===== src/rtl/alu_share_arbiter.sv =====
// Round-robin owner arbiter that time-shares one combinational ALU among NUM_REQ requesters.
// Optional forced release of long locks when ALU_SHARE_ARB_TIMEOUT_EN is defined.
module alu_share_arbiter #(
    parameter int NUM_REQ  = 3,
    parameter int DATA_W   = 16,
    parameter int OP_W     = 4,
    parameter int MAX_HOLD = 64
) (
    input  logic                      clk,
    input  logic                      rst,
    input  logic [NUM_REQ-1:0]        req,
    input  logic [NUM_REQ-1:0]        lock,
    input  logic [NUM_REQ*DATA_W-1:0] req_a,
    input  logic [NUM_REQ*DATA_W-1:0] req_b,
    input  logic [NUM_REQ*OP_W-1:0]   req_op,
    output logic [NUM_REQ-1:0]        gnt,
    output logic [DATA_W-1:0]         alu_a,
    output logic [DATA_W-1:0]         alu_b,
    output logic [OP_W-1:0]           alu_op,
    input  logic [DATA_W-1:0]         alu_result,
    output logic [DATA_W-1:0]         result,
    output logic [NUM_REQ-1:0]        result_vld,
    output logic                      busy,
    output logic                      timeout_evt
);
    localparam int IDX_W = (NUM_REQ > 1) ? $clog2(NUM_REQ) : 1;

    typedef enum logic {IDLE, OWNED} state_t;

    state_t             state, state_next;
    logic [NUM_REQ-1:0] gnt_next;
    logic [IDX_W-1:0]   rr_ptr, rr_next;
    logic [IDX_W-1:0]   owner, start, win, idx;
    logic [NUM_REQ-1:0] cand;
    logic               keep, found, timeout_hit;

`ifdef ALU_SHARE_ARB_TIMEOUT_EN
    localparam int HOLD_W = (MAX_HOLD > 2) ? $clog2(MAX_HOLD) : 1;
    logic [HOLD_W-1:0] hold_cnt;
`else
    logic unused_cfg;
    assign unused_cfg  = ^MAX_HOLD;
    assign timeout_evt = 1'b0;
`endif

    assign busy = |gnt;

    always_comb begin
        alu_a  = '0;
        alu_b  = '0;
        alu_op = '0;
        owner  = '0;
        for (int i = 0; i < NUM_REQ; i++) begin
            if (gnt[i]) begin
                alu_a  = req_a[i*DATA_W +: DATA_W];
                alu_b  = req_b[i*DATA_W +: DATA_W];
                alu_op = req_op[i*OP_W +: OP_W];
                owner  = IDX_W'(i);
            end
        end
    end

    // Decide keep/release, then arbitrate in the same edge so handoffs leave no idle cycle
    always_comb begin
        timeout_hit = 1'b0;
        keep        = (state == OWNED) && req[owner] && lock[owner];
`ifdef ALU_SHARE_ARB_TIMEOUT_EN
        if (keep && hold_cnt == HOLD_W'(MAX_HOLD - 1)) begin
            keep        = 1'b0;
            timeout_hit = 1'b1;
        end
`endif
        cand    = req;
        start   = rr_ptr;
        rr_next = rr_ptr;
        if (state == OWNED && !keep) begin
            cand[owner] = 1'b0;
            start       = (owner == IDX_W'(NUM_REQ - 1)) ? '0 : owner + 1'b1;
            rr_next     = start;
        end
        found = 1'b0;
        win   = '0;
        for (int k = 0; k < NUM_REQ; k++) begin
            int j;
            j = int'(start) + k;
            if (j >= NUM_REQ) j = j - NUM_REQ;
            idx = IDX_W'(j);
            if (!found && cand[idx]) begin
                found = 1'b1;
                win   = idx;
            end
        end
        gnt_next = '0;
        if (keep)       gnt_next = gnt;
        else if (found) gnt_next[win] = 1'b1;
        state_next = (gnt_next != '0) ? OWNED : IDLE;
    end

    always_ff @(posedge clk) begin
        if (!rst) begin
            state      <= IDLE;
            gnt        <= '0;
            rr_ptr     <= '0;
            result     <= '0;
            result_vld <= '0;
        end else begin
            state  <= state_next;
            gnt    <= gnt_next;
            rr_ptr <= rr_next;
            if (|gnt) begin
                result     <= alu_result;
                result_vld <= gnt;
            end else begin
                result_vld <= '0;
            end
        end
    end

`ifdef ALU_SHARE_ARB_TIMEOUT_EN
    always_ff @(posedge clk) begin
        if (!rst) begin
            hold_cnt    <= '0;
            timeout_evt <= 1'b0;
        end else begin
            timeout_evt <= timeout_hit;
            if (gnt_next != gnt) hold_cnt <= '0;
            else if (keep)       hold_cnt <= hold_cnt + 1'b1;
        end
    end
`else
    logic unused_tmo;
    assign unused_tmo = timeout_hit;
`endif

endmodule


===== config.mk =====
export PLATFORM = sky130hd
export DESIGN_NAME = alu_share_arbiter
export DESIGN_NICKNAME = d
export VERILOG_FILES = /design/src/rtl/alu_share_arbiter.sv
export SDC_FILE = /design/constraint.sdc
export NUM_CORES = 1
export LEC_CHECK = 0
export ABC_CLOCK_PERIOD_IN_PS = 4200
export BUFFER_PORTS_ARGS = -buffer_cell sky130_fd_sc_hd__buf_2
export CORE_MARGIN = 4
export CORE_UTILIZATION = 38
export DETAILED_ROUTE_END_ITERATION = 8
export GPL_TIMING_DRIVEN = 0
export PLACE_DENSITY = 0.87
export SETUP_SLACK_MARGIN = 0.4
export SYNTH_ARGS = -nofsm -noshare
export SYNTH_HDL_FRONTEND = slang
export SYNTH_SLANG_ARGS = --single-unit
export TNS_END_PERCENT = 50

===== constraint.sdc =====
create_clock -name clk -period 4.2 [get_ports clk]
set_input_delay 0.21 -clock clk [delete_from_list [all_inputs] [get_ports clk]]
set_output_delay 0.21 -clock clk [all_outputs]
set_load 0.01 [all_outputs]

==> summary.txt, run 1 <==
Die Y - 77.07 um
GRT overflow - 0
Final core utilization - 64.23%
Syn Area/Cell - 6.867 um2
Nets - 591
RSZ-0062 raised after global routing - false
H-Tree Depth - 1
Crit. Startpoint - gnt[1]
Syn_nets - 396
Wire length after detailed routing - 7912 um
Post-route ant nets - 0
DR WL/cell - 15.51 um
EDFF count, synth - 0
Leakage Power - 1.434 nW
Largest net degree at the start of global routing - 14
Synth Warn # - 0
Final worst path period need - 2.653 ns
Antenna violations before repair - 0
CTS tree - done
Area delta synth->final - 58.52%
WS Path Type - reg2out
Hold slack - 0.1803 ns
Type of element launching the critical path - flop
Clock Pin Slew Worst Setup and Hold Paths - 0.08 ns
Status - finished, final reports clean
Worst slew pin tran - 0.7510 ns
Reg-to-reg critical path endpoint - gnt[2]
Vias in the first global route - 2547
Asr flop ratio synth - 0%
DRC viols - 0
Non-filler cells, final - 510
Synthesized flop and latch total - 25
Critical path's most frequent cell - clkbuf_1
Routability cong. - 0.9573
CTS Buf Count - 3
Worst Hold Class - in2reg
Layout cells sized above 1 - 43.45%
Slowest stage cell on the critical path - clkbuf_1
Final count of pins violating max slew - 0
TritonRoute pass-1 iters - 4
Final hold violations - 0
First-pass GRT wire length - 12370 um
Hold buffers post-CTS - 0
PostCTS Resize Cnt - 0
Clock tree buffer depth - 2
Crit-path max FO - 10
RR Startpoint - gnt[2]
Max Cap Viol - 0
R2R setup slack - 2.11 ns
Slew margin rel. - 49.28%
Synth Cell Area - 1813 um2
Clock Root Buffer - clkbuf_8
Most used DFF post-synth - dfxtp_1
Initial core utilization - 40.52%
Data required time of the worst path - 3.99 ns
GRT Overall Usage - 25.16%
Port bufs - 190
Vias per cell - 5.296
Die Area - 5940 um2
Dpl hpwl - 6571 um
Power Dens Cells - 267.6 nW/um2
Post-CTS Setup Inserts - 0
Initial DRC count - 148
Peak supply drop - 0.1570 mV
FMAX - 0.3769 GHz
Sequential area share after synthesis - 27.61%
Vias post-DR - 2701
Worst path cell trace - clkbuf_1, clkbuf_1, buf_1, a22oi_1, o21ai_0, buf_2
Skew-Pair Late Insertion Delay - 0.27 ns
Slowest stage delay, CP - 0.45 ns
Clock Skew - 0.002482 ns
Sinks on the clock net - 25
Worst Setup End Kind - output pin
Core area - 4474 um2
I/O pins - 192
R2R cell count - 5
CP endpoint - alu_a[7]
FP Rows - 24
Setup_tns - 0 ns
Synth unique cells - 40
Inserted Diodes - 0
Setup-failing EPs final - 0
Final Cycle Share - 63.17%
Placed Cells incl. Taps - 506
Die X - 77.07 um
WP data arrival - 2.44 ns
Syn Inst Count - 264
==> cell usage in the layout, fill, tap and decap left out, types with 2 or more instances in the layout <==
master      n
a21boi_0   18
dfxtp_1    25
clkbuf_1   22
nand2_1    74
inv_1       3
buf_2     190
o211ai_1    2
nor2b_1     4
o21a_1      2
a22oi_1    35
and2_1      4
nor2_1      3
clkbuf_8    3
o21ai_0    38
a21oi_1     8
==> critical path, delay by kind of cell (launching register included) <==
| family | cells | cell delay [ns] |
|---|---|---|
| flops | 1 | 0.39 |
| compound gates | 2 | 0.40 |
| buf+inv | 4 | 1.39 |
==> power breakdown <==
group          switching [mW]  internal (mW)
Combinational           0.200          0.153
Clock                  0.0744         0.0679
Sequential             0.0140          0.260
Total                   0.288          0.481
==> stage by stage <==
| step | area (um2) | setup WS [ns] | total power, mW |
|---|---|---|---|
| 6_report | 2874 | 1.547 | 0.7690 |
| 5_1_grt | 2874 | 1.364 | 0.8235 |
| 4_1_cts | 2874 | 1.544 | 0.7735 |
| 3_3_place_gp | 2829 | 1.891 | 0.6232 |
| 2_1_floorplan | 1813 | 2.283 | 0.4586 |
| 3_5_place_dp | 2829 | 1.861 | 0.6313 |
==> final cells by class <==
cell class,count,area [um2]
fill,412,1600
clock buffer,4,45.04
sequential,25,500.5
timing repair buffer,190,950.9
buffer,23,90.09
tap,52,65.06
inverter,4,15.01
multi-input combinational,212,1207
==> sequential cells by signal, indices dropped and copies added, names as in the netlist <==
| signal | flops |
|---|---|
| gnt | 3 |
| result | 16 |
| result_vld | 3 |
| rr_ptr | 2 |
| state | 1 |
==> worst min-delay path by stage <==
stage / depth (start not counted) / startpoint / slack [ns] / endpoint
CTS: 3 / alu_result[2] / 0.18 / result[2]
detailed placement: 2 / result[2] / 0.46 / result[2]
finish: 3 / alu_result[2] / 0.18 / result[2]
floorplan: 2 / alu_result[15] / 0.36 / result[15]
global route: 3 / alu_result[8] / 0.18 / result[8]
global placement: 2 / result[0] / 0.45 / result[0]
==> routing by layer <==
metal | vias up | wire (um) | GRT usage (%)
met5 | - | 0 | 0
met4 | 0 | 102 | 5.516
met3 | 13 | 576 | 4.801
met2 | 125 | 4054 | 47.13
met1 | 1222 | 3178 | 29.40
li1 | 1341 | - | -
==> cell usage after synthesis (2+ instances only) <==
cell type / instances / area share, %
a21boi_0: 18 / 7.5
a21oi_1: 8 / 2.2
a22oi_1: 35 / 14
and2_1: 4 / 1.4
clkbuf_1: 21 / 4.3
dfxtp_1: 25 / 28
inv_1: 3 / 0.62
nand2_1: 74 / 15
nor2_1: 3 / 0.62
nor2b_1: 4 / 1.4
o211ai_1: 2 / 0.83
o21a_1: 2 / 0.83
o21ai_0: 38 / 10
==> cells by family (layout without fill, tap and decap cells) <==
| kind of cell | after synthesis | after routing | synth area share, % |
|---|---|---|---|
| other | 1 | 1 | 0.2068 |
| DFF | 25 | 25 | 27.61 |
| buffers and inverters | 27 | 221 | 5.797 |
| and+or+nand+nor | 98 | 98 | 24.91 |
| AOI/OAI and AO/OA | 113 | 113 | 41.48 |
No activity file was read; power rests on OpenSTA's default activity.
==> run 2: changes to the inputs <==
ABC_AREA = 1   (was default)
ABC_CLOCK_PERIOD_IN_PS = 2500   (was 4200)
CORE_UTILIZATION = 37   (was 38)
PLACE_DENSITY = 0.82   (was 0.87)
clock period = 2.5 ns   (was 4.2 ns; I/O delays follow)
==> summary.txt, run 2 <==
DRC viols - 0
Vias per cell - 4.843
GRT Overall Usage - 21.81%
M3 GR Usage - 3.548%
H-Tree Depth - 1
Inserted Diodes - 0
Most Crowded Layer GR - met2
PnR worst setup slack - 0.3427 ns
EDFF count, synth - 0
Skew-Pair Late Insertion Delay - 0.26 ns
Yosys top cell area share - 25.51%
WP data arrival - 2.32 ns
Sequential Power Share - 17.5%
I/O pins - 192
Die Area - 6531 um2
Syn Inst Count - 344
Pre-CTS setup slack - 0.2710 ns
Overall power - 4.064 mW
FP Rows - 26
Post-DP Area - 2995 um2
Port bufs - 189
Clock Skew - 0.003158 ns
Largest regs - result (16), gnt (3), result_vld (3)
Most used DFF post-synth - dfxtp_1
Worst Setup End Kind - flop
Post-route ant nets - 0
Die X - 80.82 um
Sequential area share after synthesis - 25.51%
Clock group share of total power - 5.8%
TritonRoute pass-1 iters - 5
CTS tree - done
FMAX - 0.4635 GHz
Final Cycle Share - 86.29%
Leakage Power - 1.848 nW
Dpl hpwl - 6369 um
Met2 Usage GRT - 39.74%
Type of element launching the critical path - flop
Clock tree buffer depth - 2
Multi-input gate area - 1361 um2
Antenna violations before repair - 0
Core area - 5107 um2
Net Sw Power - 2.191 mW
Comb pwr share - 76.7%
FF/Latch Area - 504.2 um2
Max Cap Viol - 0
Syn Area/Cell - 5.703 um2
Final count of pins violating max slew - 0
Nets - 674
Status - finished, final reports clean
Synthesized flop and latch total - 25
Final core utilization - 61.91%
Area delta synth->final - 61.16%
WS Path Type - reg2reg
Worst Hold Class - in2reg
Synth top area cells - dfxtp_1 (26%), nand3_1 (22%), nand2_1 (20%), nor2_1 (7.7%), o21ai_0 (4.3%)
Max FFs per register - 16
DR WL/cell - 12.94 um
Vias in the first global route - 2582
GRT overflow - 0
Synth Cell Area - 1962 um2
Count leader, synth - nand2_1
Clock Root Buffer - clkbuf_8
CTS Buf Count - 3
Layout cells sized above 1 - 44.55%
Non-filler cells, final - 611
Crit-path max FO - 8
Synth unique cells - 24
Vias post-DR - 2959
Final hold violations - 0
First-pass GRT wire length - 11560 um
Most frequent cells in the layout - buf_2 (189), nand2_1 (98), nand3_1 (83)
Power Dens Cells - 1285 nW/um2
Data required time of the worst path - 2.66 ns
Setup_tns - 0 ns
Placed Cells incl. Taps - 603
Cell taking the most area after synthesis - dfxtp_1
Hold slack - 0.1053 ns
Largest Register - result
Power Internal - 1.873 mW
Largest net degree at the start of global routing - 14
Initial DRC count - 153
Clock Pin Slew Worst Setup and Hold Paths - 0.08 ns
Net Sw Frac - 53.92%
Die Y - 80.82 um
Met1 Track Usage GR - 26.36%
Asr flop ratio synth - 0%
Wire length after detailed routing - 7908 um
Initial core utilization - 38.41%
Routability cong. - 0.9216
Layout fillers - 487
Post-route cell area - 3162 um2
RSZ-0062 raised after global routing - true
Syn_nets - 476
Commonest cells in the netlist - nand2_1 (104), nand3_1 (86), nor2_1 (40)
Setup-failing EPs final - 0
Sinks on the clock net - 25
Synth Warn # - 0
Final worst path period need - 2.157 ns
Peak supply drop - 0.5537 mV
Most common cell after layout, fill and taps aside - buf_2
-- run 2: worst max-delay path, stage by stage, from the launching register on --
cell and delay (ns):
dfxtp_2 0.34, buf_8 0.14, nor2_4 0.12, nand2_2 0.07, nand2_2 0.08, nor2_4 0.04, nand2_4 0.11, nand3b_1 0.16
nand2_4 0.14, nand2_4 0.07, nand2_4 0.10, nor2_4 0.04, nor2_4 0.13, nand3_1 0.09, nand2_1 0.08, nand2_2 0.06
nand2_2 0.06, nand2_1 0.07, o21bai_2 0.10, nand2_1 0.06
-- run 2: worst paths after layout --
check | endpoint | cells past startpoint | slack, ns | from
min | result[12] | 3 | 0.11 | alu_result[12]
min reg2reg | result[15] | 2 | 0.48 | result[15]
max reg2reg | state | 19 | 0.34 | gnt[2]
max | state | 19 | 0.34 | gnt[2]
-- run 2: final cells by class --
class	instances	share of cell area [%]
plain buffers	22	3.403
inverters	21	2.533
multi-input cells	276	43.06
repair buffers	193	30.87
flip-flops and latches	25	15.95
clock buffers	4	1.425
well taps	70	2.770
-- run 2: timing repair --
action / CTS / global route
pin swaps: 2 / 15
resized for setup: 13 / 18
endpoints found under the setup margin: 7 / 34
setup buffers: 3 / 1
hold buffers: 0 / 0
-- run 2: logic make-up after synthesis --
| logic type | share of synthesized area (%) |
|---|---|
| simple gates | 59.95 |
| compound gates | 5.421 |
| flops | 25.51 |
| buf+inv | 8.928 |
| other cells | 0.1911 |
-- run 2: power groups by stage --
stage,logic (mW),clock network (mW),registers [mW]
finish,3.12,0.234,0.711
global route,3.46,0.256,0.731
CTS,2.98,0.239,0.705
detailed placement,2.86,0,0.706
global placement,2.81,0,0.698
floorplan,1.82,0,0.777
-- run 2: routing by layer --
metal  share of wire, %  wire, um
met4                2.0       155
met3                7.0       552
met5                  0         0
met1                 38      3002
met2                 53      4198
==> run 3: changes to the inputs <==
CTS_BUF_LIST = sky130_fd_sc_hd__clkbuf_16   (was default)
==> summary.txt, run 3 (synthesis results as in run 2) <==
Leakage Power - 1.918 nW
FP Rows - 26
Setup-failing EPs final - 0
FF/Latch Area - 504.2 um2
Sinks on the clock net - 25
Most common cell after layout, fill and taps aside - buf_2
Clock Pin Slew Worst Setup and Hold Paths - 0.06 ns
Peak supply drop - 0.7242 mV
Layout fillers - 480
RSZ-0062 raised after global routing - true
Setup_tns - 0 ns
Port bufs - 189
WP data arrival - 2.33 ns
Initial DRC count - 116
Clock tree buffer depth - 2
R2R cell count - 19
Wire length after detailed routing - 8238 um
TritonRoute pass-1 iters - 4
Die Area - 6531 um2
Skew-Pair Late Insertion Delay - 0.26 ns
Layout cells sized above 1 - 47.63%
Crit-path max FO - 7
Inserted Diodes - 0
Final core utilization - 64.65%
Core area - 5107 um2
Largest regs - result (16), gnt (3), result_vld (3)
Antenna violations before repair - 0
Final count of pins violating max slew - 0
Post-route ant nets - 0
Vias per cell - 4.788
Status - finished, final reports clean
Clock Skew - 0.003053 ns
Max FFs per register - 16
Max Cap Viol - 0
Most frequent cells in the layout - buf_2 (189), nand2_1 (93), nand3_1 (80)
Dpl hpwl - 6369 um
WS Path Type - reg2reg
GRT overflow - 0
Routability cong. - 0.9216
GRT Overall Usage - 22.74%
Die X - 80.82 um
CTS tree - done
Clock Root Buffer - clkbuf_16
Largest Register - result
CTS Buf Count - 3
Worst Hold Class - in2reg
Nets - 681
Final hold violations - 0
Worst Setup End Kind - flop
DR WL/cell - 13.33 um
Vias post-DR - 2959
Largest net degree at the start of global routing - 14
Power Dens Cells - 1331 nW/um2
H-Tree Depth - 1
Cell depth of the worst hold path - 3
Vias in the first global route - 2680
Final Cycle Share - 87.33%
I/O pins - 192
Die Y - 80.82 um
FMAX - 0.4580 GHz
Initial core utilization - 38.41%
Type of element launching the critical path - flop
First-pass GRT wire length - 12080 um
Area delta synth->final - 68.30%
DRC viols - 0
Data required time of the worst path - 2.65 ns
Final worst path period need - 2.183 ns
Multi-input gate area - 1415 um2
## run 3: cell count changes in the layout (fill, tap and decap cells not counted), sizes merged
cell	before	now
buf	203	209
inv	20	21
## run 3: area by class of cell
cell class                      count  area share, %
Clock buffer                        3          2.274
Clock inverter                      1         0.1137
Timing Repair Buffer              200          31.15
Tap cell                           70          2.653
Multi-Input combinational cell    276          42.86
Inverter                           21          2.425
Buffer                             22          3.259
Sequential cell                    25          15.27
## run 3: final timing paths
path,slack [ns],start,end
max,0.32,gnt[2],state
min,0.12,alu_result[15],result[15]
max reg2reg,0.32,gnt[2],state
min reg2reg,0.48,result[5],result[5]
## run 3: metal layers
layer  track usage [%]  share of wire [%]  vias to the layer above
met1             27.57                 38                     1303
li1                  -                  -                     1523
met3             3.659                6.1                       14
met5                 0                  0                        -
met4             4.730                1.9                        0
met2             41.95                 54                      119
## run 3: through the flow
stage               total power [mW]  setup WS, ns  instance area (um2)  hold WS, ns  cells
finish                         4.395        0.3167                 3302       0.1174    618
global route                   4.789        0.1621                 3302       0.1386    618
CTS                            4.270        0.3647                 3241       0.1184    616
detailed placement             3.570        0.2710                 2995       0.3811    603
global placement               3.512        0.3448                 2995       0.3743    603
floorplan                      2.595        0.5072                 1962       0.2917    344
## run 3: what timing repair did
action                     4_1_cts  5_1_grt
resized for setup               26       22
setup endpoints to repair        6       35
pin swaps                       19       16
hold buffers                     0        0
buffers inserted                 9        2
## run 3: report_power, final
part           switching, mW  internal (mW)  leakage, nW
sequential             0.135          0.592        0.208
clock                  0.131          0.214       0.0423
combinational           2.04           1.29         1.67
## run 3: worst max-delay path, stage by stage, from the launching register on
cell      delay [ns]
dfxtp_2         0.32
buf_6           0.13
nor2_4          0.15
nand2_2         0.07
nand2_2         0.08
nor2_4          0.04
nand2_4         0.13
nand2_8         0.09
nand2_4         0.09
nand2_4         0.07
nand3_1         0.14
nand2_2         0.08
nor2_4          0.14
nand3_1         0.08
nand2_1         0.08
nand2_2         0.06
nand2_2         0.08
nand2_2         0.06
o21bai_2        0.10
nand2_1         0.06
